[src/rtl/wtbuf_native_pkg.sv]
// Shared defaults for the write-through buffer between the cache front end and back end.
// Optional write merging is enabled by defining WTBUF_MERGE_EN.
package wtbuf_native_pkg;

    localparam int unsigned DEF_FE_ADDR_W = 32;
    localparam int unsigned DEF_FE_DATA_W = 32;
    localparam int unsigned DEF_DEPTH_W   = 3;

endpackage

[src/rtl/wtbuf_regfile.sv]
// Entry storage for the write-through buffer: one synchronous write port with
// per-byte enables (used when merging) and one asynchronous read port.
module wtbuf_regfile #(
    parameter int unsigned DEPTH_W = 3,
    parameter int unsigned TAG_W   = 30,
    parameter int unsigned DATA_W  = 32,
    localparam int unsigned NBYTES = DATA_W / 8
) (
    input  logic               clk,
    input  logic               we,
    input  logic               wmerge,
    input  logic [DEPTH_W-1:0] waddr,
    input  logic [TAG_W-1:0]   wtag,
    input  logic [DATA_W-1:0]  wdata,
    input  logic [NBYTES-1:0]  wstrb,
    input  logic [DEPTH_W-1:0] raddr,
    output logic [TAG_W-1:0]   rtag,
    output logic [DATA_W-1:0]  rdata,
    output logic [NBYTES-1:0]  rstrb
);

    localparam int unsigned DEPTH = 1 << DEPTH_W;

    logic [TAG_W-1:0]  tag_mem  [DEPTH];
    logic [DATA_W-1:0] data_mem [DEPTH];
    logic [NBYTES-1:0] strb_mem [DEPTH];

    // A merge keeps old bytes where the new strobe is clear and ORs the strobes.
    always_ff @(posedge clk) begin
        if (we) begin
            tag_mem[waddr]  <= wtag;
            strb_mem[waddr] <= wmerge ? (strb_mem[waddr] | wstrb) : wstrb;
            for (int b = 0; b < int'(NBYTES); b++) begin
                if (!wmerge || wstrb[b]) begin
                    data_mem[waddr][8*b +: 8] <= wdata[8*b +: 8];
                end
            end
        end
    end

    assign rtag  = tag_mem[raddr];
    assign rdata = data_mem[raddr];
    assign rstrb = strb_mem[raddr];

endmodule

[src/rtl/wtbuf_native.sv]
// Write-through buffer: FIFO of cache write requests feeding the back-end write channel.
// Define WTBUF_MERGE_EN to coalesce same-address pushes into the newest entry.
module wtbuf_native
    import wtbuf_native_pkg::*;
#(
    parameter int unsigned FE_ADDR_W = DEF_FE_ADDR_W,
    parameter int unsigned FE_DATA_W = DEF_FE_DATA_W,
    parameter int unsigned DEPTH_W   = DEF_DEPTH_W,
    localparam int unsigned FE_NBYTES = FE_DATA_W / 8,
    localparam int unsigned FE_BYTE_W = $clog2(FE_NBYTES),
    localparam int unsigned WADDR_W   = FE_ADDR_W - FE_BYTE_W
) (
    input  logic                 clk,
    input  logic                 reset,
    input  logic                 push,
    input  logic [WADDR_W-1:0]   push_addr,
    input  logic [FE_DATA_W-1:0] push_wdata,
    input  logic [FE_NBYTES-1:0] push_wstrb,
    output logic                 full,
    output logic                 empty,
    output logic [DEPTH_W:0]     level,
    output logic                 write_valid,
    output logic [WADDR_W-1:0]   write_addr,
    output logic [FE_DATA_W-1:0] write_wdata,
    output logic [FE_NBYTES-1:0] write_wstrb,
    input  logic                 write_ready,
    output logic                 overflow
);

    localparam int unsigned DEPTH = 1 << DEPTH_W;

    logic [DEPTH_W-1:0] wr_ptr;
    logic [DEPTH_W-1:0] rd_ptr;
    logic               pop_c;
    logic               merge_c;
    logic               alloc_c;
    logic               drop_c;
    logic [DEPTH_W-1:0] waddr_c;

    assign empty       = (level == '0);
    assign full        = (level == (DEPTH_W+1)'(DEPTH));
    assign write_valid = !empty;
    assign pop_c       = write_valid && write_ready;

`ifdef WTBUF_MERGE_EN
    logic [WADDR_W-1:0] newest_addr;

    // With two or more entries the newest is never the one being presented or popped.
    assign merge_c = push && (level >= (DEPTH_W+1)'(2)) && (push_addr == newest_addr);

    always_ff @(posedge clk or posedge reset) begin
        if (reset) begin
            newest_addr <= '0;
        end else if (alloc_c) begin
            newest_addr <= push_addr;
        end
    end
`else
    assign merge_c = 1'b0;
`endif

    assign alloc_c = push && !full && !merge_c;
    assign drop_c  = push && full && !merge_c;
    assign waddr_c = merge_c ? (wr_ptr - DEPTH_W'(1)) : wr_ptr;

    always_ff @(posedge clk or posedge reset) begin
        if (reset) begin
            wr_ptr   <= '0;
            rd_ptr   <= '0;
            level    <= '0;
            overflow <= 1'b0;
        end else begin
            if (alloc_c) begin
                wr_ptr <= wr_ptr + DEPTH_W'(1);
            end
            if (pop_c) begin
                rd_ptr <= rd_ptr + DEPTH_W'(1);
            end
            level <= level + (DEPTH_W+1)'(alloc_c) - (DEPTH_W+1)'(pop_c);
            if (drop_c) begin
                overflow <= 1'b1;
            end
        end
    end

    wtbuf_regfile #(
        .DEPTH_W (DEPTH_W),
        .TAG_W   (WADDR_W),
        .DATA_W  (FE_DATA_W)
    ) u_regfile (
        .clk    (clk),
        .we     (alloc_c || merge_c),
        .wmerge (merge_c),
        .waddr  (waddr_c),
        .wtag   (push_addr),
        .wdata  (push_wdata),
        .wstrb  (push_wstrb),
        .raddr  (rd_ptr),
        .rtag   (write_addr),
        .rdata  (write_wdata),
        .rstrb  (write_wstrb)
    );

endmodule

[config.mk]
export PLATFORM = sky130hd
export DESIGN_NAME = wtbuf_native
export DESIGN_NICKNAME = d
export VERILOG_FILES = /design/src/rtl/wtbuf_native_pkg.sv /design/src/rtl/wtbuf_regfile.sv /design/src/rtl/wtbuf_native.sv
export SDC_FILE = /design/constraint.sdc
export NUM_CORES = 1
export LEC_CHECK = 0
export ABC_AREA = 0
export CAP_MARGIN = 20
export CORE_UTILIZATION = 40
export DETAILED_ROUTE_END_ITERATION = 12
export DONT_BUFFER_PORTS = 1
export SLEW_MARGIN = 20
export SYNTH_ARGS = -nofsm -noshare
export SYNTH_HDL_FRONTEND = slang
export SYNTH_SLANG_ARGS = --single-unit
[constraint.sdc]
create_clock -name clk -period 24.4 [get_ports clk]
set_input_delay 7.32 -clock clk [delete_from_list [all_inputs] [get_ports clk]]
set_output_delay 7.32 -clock clk [all_outputs]
set_load 0.01 [all_outputs]
==> flow_summary.toml <==
[pwr]
power_switching_w = 0.0007862
p_seq_share_pct = 44.7
p_comb_share_pct = 25.5
power.internal_w = 0.001995
p_per_area_mw_per_mm2 = 120.9
pwr-share-clk_pct = 29.8
vdd_drop_max_mv = 0.06250
p_leak_nw = 7.166
p_sw_share_pct = 28.26

[synthesis]
synth_cell_types = 22
synth_most_common_cell = "edfxtp_1"
netlist_instances = 823
ys_async_sr_fraction_pct = 2.041
yosys.area.top_type_share_pct = 77.69
ys_top_cells_by_count = "edfxtp_1 (528), mux4_2 (132), mux2_2 (68), clkbuf_1 (15)"
synth_area_mm2 = 0.02041
syn_avg_cell_area_um2 = 24.80
synth-edff-count = 528
syn-num-nets = 902
ys_seq_area_share_pct = 79.03
yosysTopAreaCell = "edfxtp_1"
synth_flop_cell = "edfxtp_1"
ys_warn_count = 0
ys_seq_elements = 539
synth.area.top_cells = "edfxtp_1 (78%), mux4_2 (15%), mux2_2 (3.8%)"

[worst_hold_path]
min_path_type = "reg -> reg"

[cts]
clockBufferDepth = 3
cts_made_buffers = 56
clockRootBuffer = "clkbuf_16"
clk_pin_slew_ns = 0.05
htree_levels = 2
cts_hold_buffers = 0
clock_sinks = 539
cts_setup_buffers = 0
ctsResizeCount = 0
clk_latency_ns = 0.60
cts_tree = "done"

[final_layout]
area_delta_synth_final_pct = 12.78
nNetsFinal = 941
design_area_mm2 = 0.02302
antenna_cells = 0
fillers = 4144
layout-drive-gt1-share_pct = 33.70

[global_routing]
grtUsageTotal_pct = 15.92
grt_pass1_vias = 9312
grt_pass1_wl_um = 60920
grt_max_degree = 59
grt_overflow = 0
antenna_found_initial = 0

[die]
die_area_mm2 = 0.05193
io_pins = 144
die_y_um = 227.9
rows = 82
core_area_mm2 = 0.05027
start_util_pct = 40.60
die_w_um = 227.9

[setup_path]
cp_data_arrival_time_ns = 3.63
timing.critical_path.mode_cell = "buf_4"
critPathKind = "reg -> out"
cp_max_fo = 39
start_kind = "flip-flop"
worst_path_max_delay_cell = "buf_4"
cp.required_ns = 17.08
slowest_delay_ns = 0.70
path_cells = "buf_4 -> buf_4 -> mux4_2 -> mux2_2"
worstSetupEndpointType = "output port"

[sta]
slew_viol_final = 0
rsz0062_at_grt = "no"
hold_viol_final = 0
worst_pin_slew_ns = 1.081
tns_ns = 0
min_period_over_period_pct = 44.86
fin_crit_ns = 10.95
fmax_ghz = 0.09136
timing.slew.headroom_pct = 27.74
fin_skew_ns = 0.02330
setup_violations = 0

[detailed_routing]
dr.pass1.iters = 6
wl_per_cell_um = 25.52
drt_iter0_markers = 407
remaining_drc_errors = 0
route.vias.total = 8369
via_per_inst = 5.317
routed_wirelength_um = 40160
ant_nets = 0

[job]
drv_cap = 0

[placed_design]
dpl_cell_area_mm2 = 0.02123
gp_congestion = 0.6796
place_hpwl_um = 20640
numPortBuffers = 0

[status]
status = "completed"
path summary, 6_finish.rpt:
kind	start	end	slack [ns]	cells after the start
worst min register to register	overflow$_DFFE_PP0P_	overflow$_DFFE_PP0P_	0.52	1
min in group asynchronous	reset	level[2]$_DFF_PP0_	6.62	1
worst max register to register	level[2]$_DFF_PP0_	u_regfile.strb_mem[1][2]$_DFFE_PP_	20.89	7
worst max-delay path	rd_ptr[0]$_DFFE_PP0P_	write_wdata[30]	13.45	4
max in group asynchronous	reset	rd_ptr[0]$_DFFE_PP0P_	17.45	1
worst min-delay path	overflow$_DFFE_PP0P_	overflow$_DFFE_PP0P_	0.52	1
kinds of logic after synthesis:
kind of cell	Yosys count	share of synthesized area [%]
DFF	539	79.03
adders and majority gates	9	0.5885
AOI/OAI and AO/OA	3	0.09804
xor gates and xnor gates	6	0.2575
muxes	200	18.32
buffers and inverters	48	1.244
and+or+nand+nor	18	0.4598
power groups by stage:
stage	clock (W)	sequential (W)	combinational, W
detailed placement	0	0.00127	0.000736
floorplan	0	0.00123	0.000596
global placement	0	0.00126	0.000735
global route	0.000885	0.00126	0.000770
CTS	0.000850	0.00125	0.000738
finish	0.000828	0.00124	0.000710
layout by cell type, fill, tap and decap left out, types with 2 or more instances in the layout:
master	instances
mux4_2	132
inv_6	3
clkinv_1	6
dfrtp_4	3
xnor2_1	5
bufinv_16	6
nand2_1	3
clkinv_2	3
clkinvlp_4	3
clkbuf_1	19
clkbuf_16	57
mux2_2	68
or3b_2	2
ha_1	8
nor2_4	3
a21o_1	2
buf_4	18
edfxtp_1	528
nand2b_1	2
nor3_2	3
nand3_1	3
dfrtp_1	8
inv_1	11
layer usage:
| metal | global-route usage (%) | part of all wire (%) |
|---|---|---|
| met5 | 0 | 0 |
| met4 | 4.216 | 1.8 |
| met3 | 4.813 | 6.0 |
| met2 | 27.53 | 52 |
| met1 | 19.38 | 40 |
flip-flops by register name, summed over array words and instances (netlist names):
| name | flops |
|---|---|
| u_regfile.strb_mem | 32 |
| u_regfile.data_mem | 256 |
| u_regfile.tag_mem | 240 |
| level | 4 |
| waddr_c | 3 |
| overflow | 1 |
| rd_ptr | 3 |
layout make-up:
type / count / area (um2) / area share (%)
multi-input combinational: 236 / 4080 / 17.73
timing repair buffer: 18 / 135.1 / 0.5871
tap: 672 / 840.8 / 3.653
inverter: 11 / 41.29 / 0.1794
clock inverter: 21 / 266.5 / 1.158
sequential: 539 / 16140 / 70.13
clock buffer: 77 / 1511 / 6.567
stage by stage:
stage	worst slack [ns]	cells	total power, W	hold slack [ns]	utilization, %
floorplan	10.02	823	0.001823	0.4932	-
global placement	13.91	1476	0.001996	0.5107	42.23
detailed placement	13.88	1476	0.002003	0.5126	42.23
CTS	13.25	1574	0.002836	0.5253	45.77
global route	13.08	1574	0.002914	0.5355	45.78
finish	13.45	1574	0.002782	0.5193	45.78
critical path: cells and delay by family, from the launching register on:
family	cells	cell delay [ns]
flip-flops	1	0.68
buffers and inverters	2	1.38
multiplexers	2	0.92
(Power assumes the default switching activity.)
